===== config.mk =====
export PLATFORM = sky130hd
export DESIGN_NAME = hazard_tracker_flat
export DESIGN_NICKNAME = d
export VERILOG_FILES = /design/src/rtl/hazard_tracker_pkg.sv /design/src/rtl/hazard_tracker_if.sv /design/src/rtl/hazard_tracker_stage_reg.sv /design/src/rtl/hazard_tracker.sv /design/src/flat_wrapper.sv
export SDC_FILE = /design/constraint.sdc
export NUM_CORES = 1
export LEC_CHECK = 0
export ABC_CLOCK_PERIOD_IN_PS = 2000
export CAP_MARGIN = 20
export CORE_AREA = 3 3 92 94
export DETAILED_ROUTE_END_ITERATION = 12
export DIE_AREA = 0 0 95 97
export PLACE_DENSITY = 0.58
export SYNTH_ARGS = -nofsm -noshare
export SYNTH_HDL_FRONTEND = slang
export SYNTH_HIERARCHICAL = 1
export SYNTH_SLANG_ARGS = --single-unit
export TNS_END_PERCENT = 50

===== constraint.sdc =====
create_clock -name clk -period 2 [get_ports clk]
set_clock_uncertainty 0.15 [all_clocks]
set_input_delay 0.3 -clock clk [delete_from_list [all_inputs] [get_ports clk]]
set_output_delay 0.3 -clock clk [all_outputs]
set_load 0.01 [all_outputs]

===== src/rtl/hazard_tracker_pkg.sv =====
// Shared constants, stage-record type and Tnew helpers for the hazard tracker.
package hazard_pkg;

    localparam logic [1:0] FWD_RF    = 2'b00;
    localparam logic [1:0] FWD_E     = 2'b01;
    localparam logic [1:0] FWD_M     = 2'b10;
    localparam logic [1:0] FWD_W     = 2'b11;
    localparam logic [1:0] TUSE_NONE = 2'd3;

    // Records carry a3 at a fixed maximum width so the type can live here.
    localparam int unsigned REG_AW_MAX = 8;

    typedef struct packed {
        logic [REG_AW_MAX-1:0] a3;
        logic                  we;
        logic [1:0]            tnew;
    } stage_rec_t;

    typedef enum logic {
        TNEW_DEC,
        TNEW_ZERO
    } tnew_op_e;

    function automatic logic [1:0] tnew_dec(input logic [1:0] t);
        return (t == 2'd0) ? 2'd0 : t - 2'd1;
    endfunction

    function automatic logic rec_hit(input stage_rec_t r, input logic [REG_AW_MAX-1:0] addr);
        return r.we && (r.a3 != '0) && (r.a3 == addr);
    endfunction

endpackage


===== src/rtl/hazard_tracker_if.sv =====
// D-stage decode info in, stall and forwarding selects out.
interface hazard_tracker_if #(
    parameter int unsigned REG_AW = 5
);
    logic [REG_AW-1:0] rs_d;
    logic [REG_AW-1:0] rt_d;
    logic [1:0]        tuse_rs_d;
    logic [1:0]        tuse_rt_d;
    logic [REG_AW-1:0] a3_d;
    logic              we_d;
    logic [1:0]        tnew_d;
    logic              stall;
    logic [1:0]        fwd_rs_d;
    logic [1:0]        fwd_rt_d;
    logic [1:0]        fwd_rs_e;
    logic [1:0]        fwd_rt_e;

    modport master (
        output rs_d, rt_d, tuse_rs_d, tuse_rt_d, a3_d, we_d, tnew_d,
        input  stall, fwd_rs_d, fwd_rt_d, fwd_rs_e, fwd_rt_e
    );

    modport slave (
        input  rs_d, rt_d, tuse_rs_d, tuse_rt_d, a3_d, we_d, tnew_d,
        output stall, fwd_rs_d, fwd_rt_d, fwd_rs_e, fwd_rt_e
    );
endinterface


===== src/rtl/hazard_tracker_stage_reg.sv =====
// One pipeline stage record; tnew sits in the two LSBs of the packed word.
module hazard_stage_reg
    import hazard_pkg::*;
#(
    parameter int unsigned W       = $bits(stage_rec_t),
    parameter tnew_op_e    TNEW_OP = TNEW_DEC
) (
    input  logic         clk,
    input  logic         reset,
    input  logic         bubble_i,
    input  logic [W-1:0] rec_i,
    output logic [W-1:0] rec_o
);

    logic [W-1:0] rec_q;
    logic [W-1:0] rec_d;

    always_comb begin
        rec_d = rec_i;
        rec_d[1:0] = (TNEW_OP == TNEW_ZERO) ? 2'd0 : tnew_dec(rec_i[1:0]);
        if (bubble_i) begin
            rec_d = '0;
        end
    end

    always_ff @(posedge clk) begin
        if (reset) begin
            rec_q <= '0;
        end else begin
            rec_q <= rec_d;
        end
    end

    assign rec_o = rec_q;

endmodule


===== src/rtl/hazard_tracker.sv =====
// Stall and forwarding-select generation from E/M/W destination records.
// Optional HAZARD_STATS_EN adds a saturating stall_count output.
module hazard_tracker
    import hazard_pkg::*;
#(
    parameter int unsigned REG_AW = 5
) (
    input  logic              clk,
    input  logic              reset,
    hazard_tracker_if.slave   hz
`ifdef HAZARD_STATS_EN
    ,
    output logic [31:0]       stall_count
`endif
);

    localparam int unsigned RW = $bits(stage_rec_t);
    localparam int unsigned EW = RW + 2 * REG_AW;

    stage_rec_t            d_rec;
    stage_rec_t            rec_e;
    stage_rec_t            rec_m;
    stage_rec_t            rec_w;
    logic [REG_AW-1:0]     rs_e;
    logic [REG_AW-1:0]     rt_e;
    logic [EW-1:0]         e_word;
    logic                  stall;

    function automatic logic op_stall(input logic [REG_AW_MAX-1:0] a, input logic [1:0] tuse,
                                      input stage_rec_t e, input stage_rec_t m);
        if (a == '0 || tuse == TUSE_NONE) begin
            return 1'b0;
        end
        return (rec_hit(e, a) && (e.tnew > tuse)) || (rec_hit(m, a) && (m.tnew > tuse));
    endfunction

    // The nearest live producer wins even when it is not ready yet; older copies are stale.
    function automatic logic [1:0] fwd_sel(input logic [REG_AW_MAX-1:0] a, input logic use_e,
                                           input stage_rec_t e, input stage_rec_t m,
                                           input stage_rec_t w);
        if (a == '0) begin
            return FWD_RF;
        end
        if (use_e && rec_hit(e, a)) begin
            return (e.tnew == 2'd0) ? FWD_E : FWD_RF;
        end
        if (rec_hit(m, a)) begin
            return (m.tnew == 2'd0) ? FWD_M : FWD_RF;
        end
        if (rec_hit(w, a)) begin
            return FWD_W;
        end
        return FWD_RF;
    endfunction

    always_comb begin
        d_rec      = '0;
        d_rec.a3   = REG_AW_MAX'(hz.a3_d);
        d_rec.we   = hz.we_d;
        d_rec.tnew = hz.tnew_d;
    end

    hazard_stage_reg #(.W(EW), .TNEW_OP(TNEW_DEC)) u_stage_e (
        .clk      (clk),
        .reset    (reset),
        .bubble_i (stall),
        .rec_i    ({hz.rs_d, hz.rt_d, d_rec}),
        .rec_o    (e_word)
    );

    assign {rs_e, rt_e, rec_e} = e_word;

    hazard_stage_reg #(.W(RW), .TNEW_OP(TNEW_DEC)) u_stage_m (
        .clk      (clk),
        .reset    (reset),
        .bubble_i (1'b0),
        .rec_i    (rec_e),
        .rec_o    (rec_m)
    );

    hazard_stage_reg #(.W(RW), .TNEW_OP(TNEW_ZERO)) u_stage_w (
        .clk      (clk),
        .reset    (reset),
        .bubble_i (1'b0),
        .rec_i    (rec_m),
        .rec_o    (rec_w)
    );

    always_comb begin
        stall = op_stall(REG_AW_MAX'(hz.rs_d), hz.tuse_rs_d, rec_e, rec_m)
              | op_stall(REG_AW_MAX'(hz.rt_d), hz.tuse_rt_d, rec_e, rec_m);
        hz.stall    = stall;
        hz.fwd_rs_d = fwd_sel(REG_AW_MAX'(hz.rs_d), 1'b1, rec_e, rec_m, rec_w);
        hz.fwd_rt_d = fwd_sel(REG_AW_MAX'(hz.rt_d), 1'b1, rec_e, rec_m, rec_w);
        hz.fwd_rs_e = fwd_sel(REG_AW_MAX'(rs_e), 1'b0, '0, rec_m, rec_w);
        hz.fwd_rt_e = fwd_sel(REG_AW_MAX'(rt_e), 1'b0, '0, rec_m, rec_w);
    end

`ifdef HAZARD_STATS_EN
    logic [31:0] stall_count_q;
    logic [31:0] stall_count_d;

    always_comb begin
        stall_count_d = stall_count_q;
        if (stall && (stall_count_q != '1)) begin
            stall_count_d = stall_count_q + 32'd1;
        end
    end

    always_ff @(posedge clk) begin
        if (reset) begin
            stall_count_q <= '0;
        end else begin
            stall_count_q <= stall_count_d;
        end
    end

    assign stall_count = stall_count_q;
`endif

endmodule


===== src/flat_wrapper.sv =====
// flat-port wrapper written by rule: the top's interface ports become plain ports
module hazard_tracker_flat import hazard_pkg::*;
#(
    parameter int unsigned REG_AW = 5
)
  (clk, reset, hz_rs_d, hz_rt_d, hz_tuse_rs_d, hz_tuse_rt_d, hz_a3_d, hz_we_d, hz_tnew_d, hz_stall, hz_fwd_rs_d, hz_fwd_rt_d, hz_fwd_rs_e, hz_fwd_rt_e);
  hazard_tracker_if #(.REG_AW(REG_AW)) hz_i ();
  input  logic clk;
  input  logic reset;
  input wire logic [$bits(hz_i.rs_d)-1:0] hz_rs_d;
  input wire logic [$bits(hz_i.rt_d)-1:0] hz_rt_d;
  input wire logic [$bits(hz_i.tuse_rs_d)-1:0] hz_tuse_rs_d;
  input wire logic [$bits(hz_i.tuse_rt_d)-1:0] hz_tuse_rt_d;
  input wire logic [$bits(hz_i.a3_d)-1:0] hz_a3_d;
  input wire logic [$bits(hz_i.we_d)-1:0] hz_we_d;
  input wire logic [$bits(hz_i.tnew_d)-1:0] hz_tnew_d;
  output wire logic [$bits(hz_i.stall)-1:0] hz_stall;
  output wire logic [$bits(hz_i.fwd_rs_d)-1:0] hz_fwd_rs_d;
  output wire logic [$bits(hz_i.fwd_rt_d)-1:0] hz_fwd_rt_d;
  output wire logic [$bits(hz_i.fwd_rs_e)-1:0] hz_fwd_rs_e;
  output wire logic [$bits(hz_i.fwd_rt_e)-1:0] hz_fwd_rt_e;
  assign hz_i.rs_d = hz_rs_d;
  assign hz_i.rt_d = hz_rt_d;
  assign hz_i.tuse_rs_d = hz_tuse_rs_d;
  assign hz_i.tuse_rt_d = hz_tuse_rt_d;
  assign hz_i.a3_d = hz_a3_d;
  assign hz_i.we_d = hz_we_d;
  assign hz_i.tnew_d = hz_tnew_d;
  assign hz_stall = hz_i.stall;
  assign hz_fwd_rs_d = hz_i.fwd_rs_d;
  assign hz_fwd_rt_d = hz_i.fwd_rt_d;
  assign hz_fwd_rs_e = hz_i.fwd_rs_e;
  assign hz_fwd_rt_e = hz_i.fwd_rt_e;
  hazard_tracker #(.REG_AW(REG_AW)) u_core (.clk(clk), .reset(reset), .hz(hz_i));
endmodule

==> results of run 1 <==
==> worst max-delay path: cells and delay by family, from the launching register on <==
family	cells	cell delay, ns
and+or+nand+nor	2	0.72
AOI/OAI and AO/OA	2	0.39
buffers and inverters	2	0.38
DFF	1	0.31
==> power by group <==
group	leakage (nW)	switching [mW]	internal, mW
clock	0.0433	0.273	0.273
combinational	1.11	0.172	0.194
sequential	0.337	0.0224	0.848
==> what timing repair did <==
item / 4_1_cts / 5_1_grt
endpoints found under the setup margin: 27 / 27
gates cloned: 0 / 1
resized for setup: 50 / 20
pin swaps: 6 / 9
buffers inserted: 6 / 7
hold endpoints to repair: 0 / 0
==> metrics by stage <==
step | setup slack, ns | util | cell area (µm²)
after floorplan | -0.09332 | - | 2464
after CTS | -0.5635 | 0.4288 | 3313
after detailed placement | -0.9165 | 0.4131 | 3192
after global placement | -0.8978 | 0.4131 | 3192
after global routing | -0.6134 | 0.4488 | 3468
final | -0.5329 | 0.4488 | 3468
==> how the worst max path moves through the flow <==
stage                                         start                         to  slack, ns  cells after the start
after floorplan           u_core/u_stage_e/rec_o[8]  u_core/u_stage_e/rec_o[7]      -0.09                      7
after global placement                   hz_rt_d[1]                   hz_stall      -0.90                      8
after detailed placement                 hz_rt_d[3]             hz_fwd_rt_d[1]      -0.92                      7
after CTS                 u_core/u_stage_m/rec_o[9]                   hz_stall      -0.56                      6
after global routing      u_core/u_stage_m/rec_o[9]                   hz_stall      -0.61                      6
final                     u_core/u_stage_m/rec_o[9]                   hz_stall      -0.53                      6
==> per-layer routing <==
metal  wire (µm)  part of all wire  vias up  GRT usage
li1            -                 -     1028          -
met1        2677              0.43      969     0.1664
met2        3242              0.52       32     0.2413
met3         239             0.038        4    0.02488
met4          72             0.012        0    0.03663
met5           0                 0        -          0
==> sequential cells by signal, indices dropped and copies added, names as in the netlist <==
register and flops:
u_core/u_stage_w/rec_o 9, u_core/u_stage_m/rec_o 11, u_core/u_stage_e/rec_o 21
==> layout make-up <==
type	instances	share of cell area
clock buffer	6	0.02381
clock inverter	1	0.002164
inverter	12	0.01299
multi-input combinational	180	0.4520
sequential	41	0.2370
tap	102	0.03680
timing repair buffer	98	0.2352
==> impl_metrics.tcl, run 1 <==
set metrics [dict create \
    outcome "finished with violations" \
    violations "setup timing" \
    required_ns 1.55 \
    grtUsageTotal 0.1364 \
    grt_pass1_wl_mm 9.970 \
    fp.dieH_um 97 \
    gp_congestion 0.8140 \
    cp_cell_sequence "or4b_4 -> a21oi_4 -> nand4_1 -> buf_4 -> o211ai_1 -> buf_2" \
    clock_sinks 41 \
    p_total_mw 1.782 \
    grt-ovfl-total 0 \
    p_leak_nw 1.494 \
    antenna_found_initial 0 \
    netlist_instances 246 \
    r2r_setup_slack_ns -0.39 \
    worst_slack_ns -0.5329 \
    num_vias 2033 \
    initial_core_util 0.3144 \
    synthToLayoutAreaGrowth_pct 42.74 \
    coreArea_um2 7727 \
    place_inst 419 \
    die_area_um2 9215 \
    cts_buffers 5 \
    yosysWarnings 6 \
    crit_type "flop to primary output" \
    regArea_um2 822.0 \
    avgSynthCellArea_um2 9.877 \
    grt_max_degree 30 \
    clk_pin_slew_ns 0.08 \
    cp_slowest_cell "or4b_4" \
    vias_per_cell 4.620 \
    drive_above_1_share 0.3639 \
    powerDensity_nw_per_um2 513.8 \
    irDropWorstVdd_v 0.0002604 \
    reg2reg_depth 9 \
    min_period_ns 2.533 \
    netlist_area_um2 2430 \
    holdCritStartpoint "reset" \
    max_stage_delay_ns 0.55 \
    cts-hold-fix-buffers 0 \
    clock_latency_ns 0.29 \
    critPathLaunchType "flop" \
    dieWidth_um 95 \
    ios 33 \
    drt_iter0_markers 60 \
    hold_depth 2 \
    fin_nets 372 \
    drc 0 \
    final_cell_mix "buf_4, dfxtp_1, xnor2_1, xor2_1, nor3b_1" \
    clockRootBuffer "clkbuf_8" \
    fin_crit_sh 1.266 \
    crit_arrival_ns 2.08 \
    tritoncts "yes" \
    wirelength_mm 6.231 \
    multi_input_area_um2 1568 \
    antenna_cells 0 \
    antenna_left 0 \
    drt-pass1-iter-count 4 \
    setup_tns_ns -9.567 \
    wl_per_cell_um 14.16 \
    first_global_vias 2096 \
    reg2reg_from "u_core/u_stage_m/rec_o[9]" \
    dp_hpwl_mm 4.662 \
    nFillCells 753 \
    stdcell_count 440 \
    finalSetupViolations 27 \
    hold_path.class "input pin to flop" \
    path_max_fanout 3 \
    clockBufferDepth 2 \
    holdWs_ns 0.2641 \
    finalHoldViolations 0 \
    end_kind "primary output" \
    min_to "u_core/u_stage_m/rec_o[0]" \
    clock.fmax_mhz 394.8 \
    rsz0062_at_grt "true" \
    maxCapViolations 0 \
    htreeDepth 2 \
    report.final.slew_viol_count 0 \
    r2r-end "u_core/u_stage_e/rec_o[2]" \
    port_buffers 32 \
    row_count 32 \
    layout_commonest_cell "buf_4" \
]
No activity file was read; power rests on OpenSTA's default activity.
==> run 2, diff against run 1 <==
--- a/config.mk
+++ b/config.mk
@@ -10,7 +10,7 @@
 export CORE_AREA = 3 3 92 94
 export DETAILED_ROUTE_END_ITERATION = 12
 export DIE_AREA = 0 0 95 97
-export PLACE_DENSITY = 0.58
+export PLACE_DENSITY = 0.5
 export SYNTH_ARGS = -nofsm -noshare
 export SYNTH_HDL_FRONTEND = slang
 export SYNTH_HIERARCHICAL = 1
==> impl_metrics.tcl, run 2 (synthesis results as in run 1) <==
set metrics [dict create \
    outcome "finished with violations" \
    violations "setup timing" \
    fp.dieH_um 97 \
    first_global_vias 1999 \
    power_frac_seq 0.453 \
    vias_per_cell 4.467 \
    holdWs_ns 0.2380 \
    largest_reg_flops 21 \
    fin_nets 379 \
    crit_type "flop to primary output" \
    critPathLaunchType "flop" \
    drive_above_1_share 0.3728 \
    gp_congestion 0.8022 \
    antenna_found_initial 0 \
    min_period_ns 2.647 \
    reg2reg_from "u_core/u_stage_m/rec_o[9]" \
    clockBufferDepth 2 \
    cts-hold-fix-buffers 0 \
    dieWidth_um 95 \
    num_vias 2001 \
    grtUsageTotal 0.1385 \
    drt-pass1-iter-count 4 \
    pwr-share-clk 0.359 \
    clk_pin_slew_ns 0.08 \
    irDropWorstVdd_v 0.0002687 \
    row_count 32 \
    coreArea_um2 7727 \
    switchingPower_mw 0.4738 \
    antenna_left 0 \
    grt-ovfl-total 0 \
    port_buffers 32 \
    wl_per_cell_um 13.86 \
    initial_core_util 0.3144 \
    placed_cell_area_um2 3224 \
    comb_power_share 0.188 \
    finalHoldViolations 0 \
    place_inst 425 \
    finalSetupViolations 27 \
    wirelength_mm 6.211 \
    fin_crit_sh 1.324 \
    startpoint "u_core/u_stage_m/rec_o[9]" \
    end_kind "primary output" \
    report.final.slew_viol_count 0 \
    required_ns 1.55 \
    holdCritStartpoint "reset" \
    drc 0 \
    grt_pass1_wl_mm 10.04 \
    switching_share 0.2467 \
    clock_sinks 41 \
    powerDensity_nw_per_um2 538.8 \
    clockRootBuffer "clkbuf_8" \
    worst_slack_ns -0.6474 \
    cts_buffers 5 \
    dp_hpwl_mm 4.682 \
    antenna_cells 0 \
    rsz0062_at_grt "true" \
    clock.fmax_mhz 377.7 \
    p_leak_nw 1.541 \
    maxCapViolations 0 \
    path_max_fanout 3 \
    p_int_mw 1.446 \
    final_cell_mix "buf_4, dfxtp_1, xnor2_1, xor2_1, nor3b_1" \
    stdcell_count 448 \
    grt_max_degree 32 \
    ios 33 \
    hold_path.class "input pin to flop" \
    crit_arrival_ns 2.20 \
    die_area_um2 9215 \
    synthToLayoutAreaGrowth_pct 46.65 \
    clock_latency_ns 0.29 \
    finalInstanceArea_um2 3563 \
    drt_iter0_markers 83 \
    tritoncts "yes" \
    htreeDepth 2 \
    layout_commonest_cell "buf_4" \
]
[run 2: repair_timing]
| action | in CTS | in global routing |
|---|---|---|
| cloned | 0 | 2 |
| setup endpoints to repair | 27 | 27 |
| endpoints found under the hold margin | 0 | 0 |
| setup buffers | 6 | 8 |
| gates resized for setup | 39 | 26 |
| pin swaps | 7 | 6 |
[run 2: per-layer routing]
metal,vias to the layer above,share of wire,GRT usage,routed length [µm]
met2,31,0.49,0.2251,3058
li1,1048,-,-,-
met3,6,0.034,0.02488,213
met5,-,0,0,0
met4,0,0.013,0.04329,79
met1,916,0.46,0.1844,2860
[run 2: power groups by stage]
stage	combinational (mW)	sequential [mW]	clock, mW
finish	0.361	0.870	0.690
global route	0.401	0.875	0.753
CTS	0.349	0.870	0.711
detailed placement	0.350	0.889	0
global placement	0.349	0.889	0
floorplan	0.200	0.888	0
[run 2: path summary, 6_finish.rpt]
path / end / slack [ns] / cells past startpoint
worst min register to register: u_core/u_stage_m/rec_o[9] / 0.33 / 1
worst max-delay path: hz_fwd_rt_e[0] / -0.65 / 8
worst min-delay path: u_core/u_stage_e/rec_o[7] / 0.24 / 2
worst max register to register: u_core/u_stage_e/rec_o[5] / -0.45 / 10
[run 2: layout make-up]
type / instances / area, µm²
clock buffers: 6 / 82.58
well taps: 102 / 127.6
clock inverters: 2 / 37.54
repair buffers: 105 / 892.1
inverters: 12 / 45.04
flip-flops and latches: 41 / 823.3
fillers: 754 / 4164
multi-input cells: 180 / 1555
[run 2: worst max-delay path: stages (launching register included)]
cell and delay, ns:
dfxtp_2 0.32, or4b_4 0.55, a21oi_4 0.15, buf_4 0.13, buf_6 0.08, nand4_1 0.09, and3_4 0.19, buf_4 0.12
dlygate4sd2_1 0.27
[run 2: stage by stage]
stage	util	worst slack (ns)	TNS, ns	total power [mW]
floorplan	-	-0.09332	-1.303	1.088
global placement	0.4173	-0.9936	-19.95	1.238
detailed placement	0.4173	-0.9592	-19.15	1.239
CTS	0.4365	-0.6270	-11.99	1.930
global route	0.4611	-0.7415	-15.10	2.029
finish	0.4611	-0.6474	-11.66	1.920
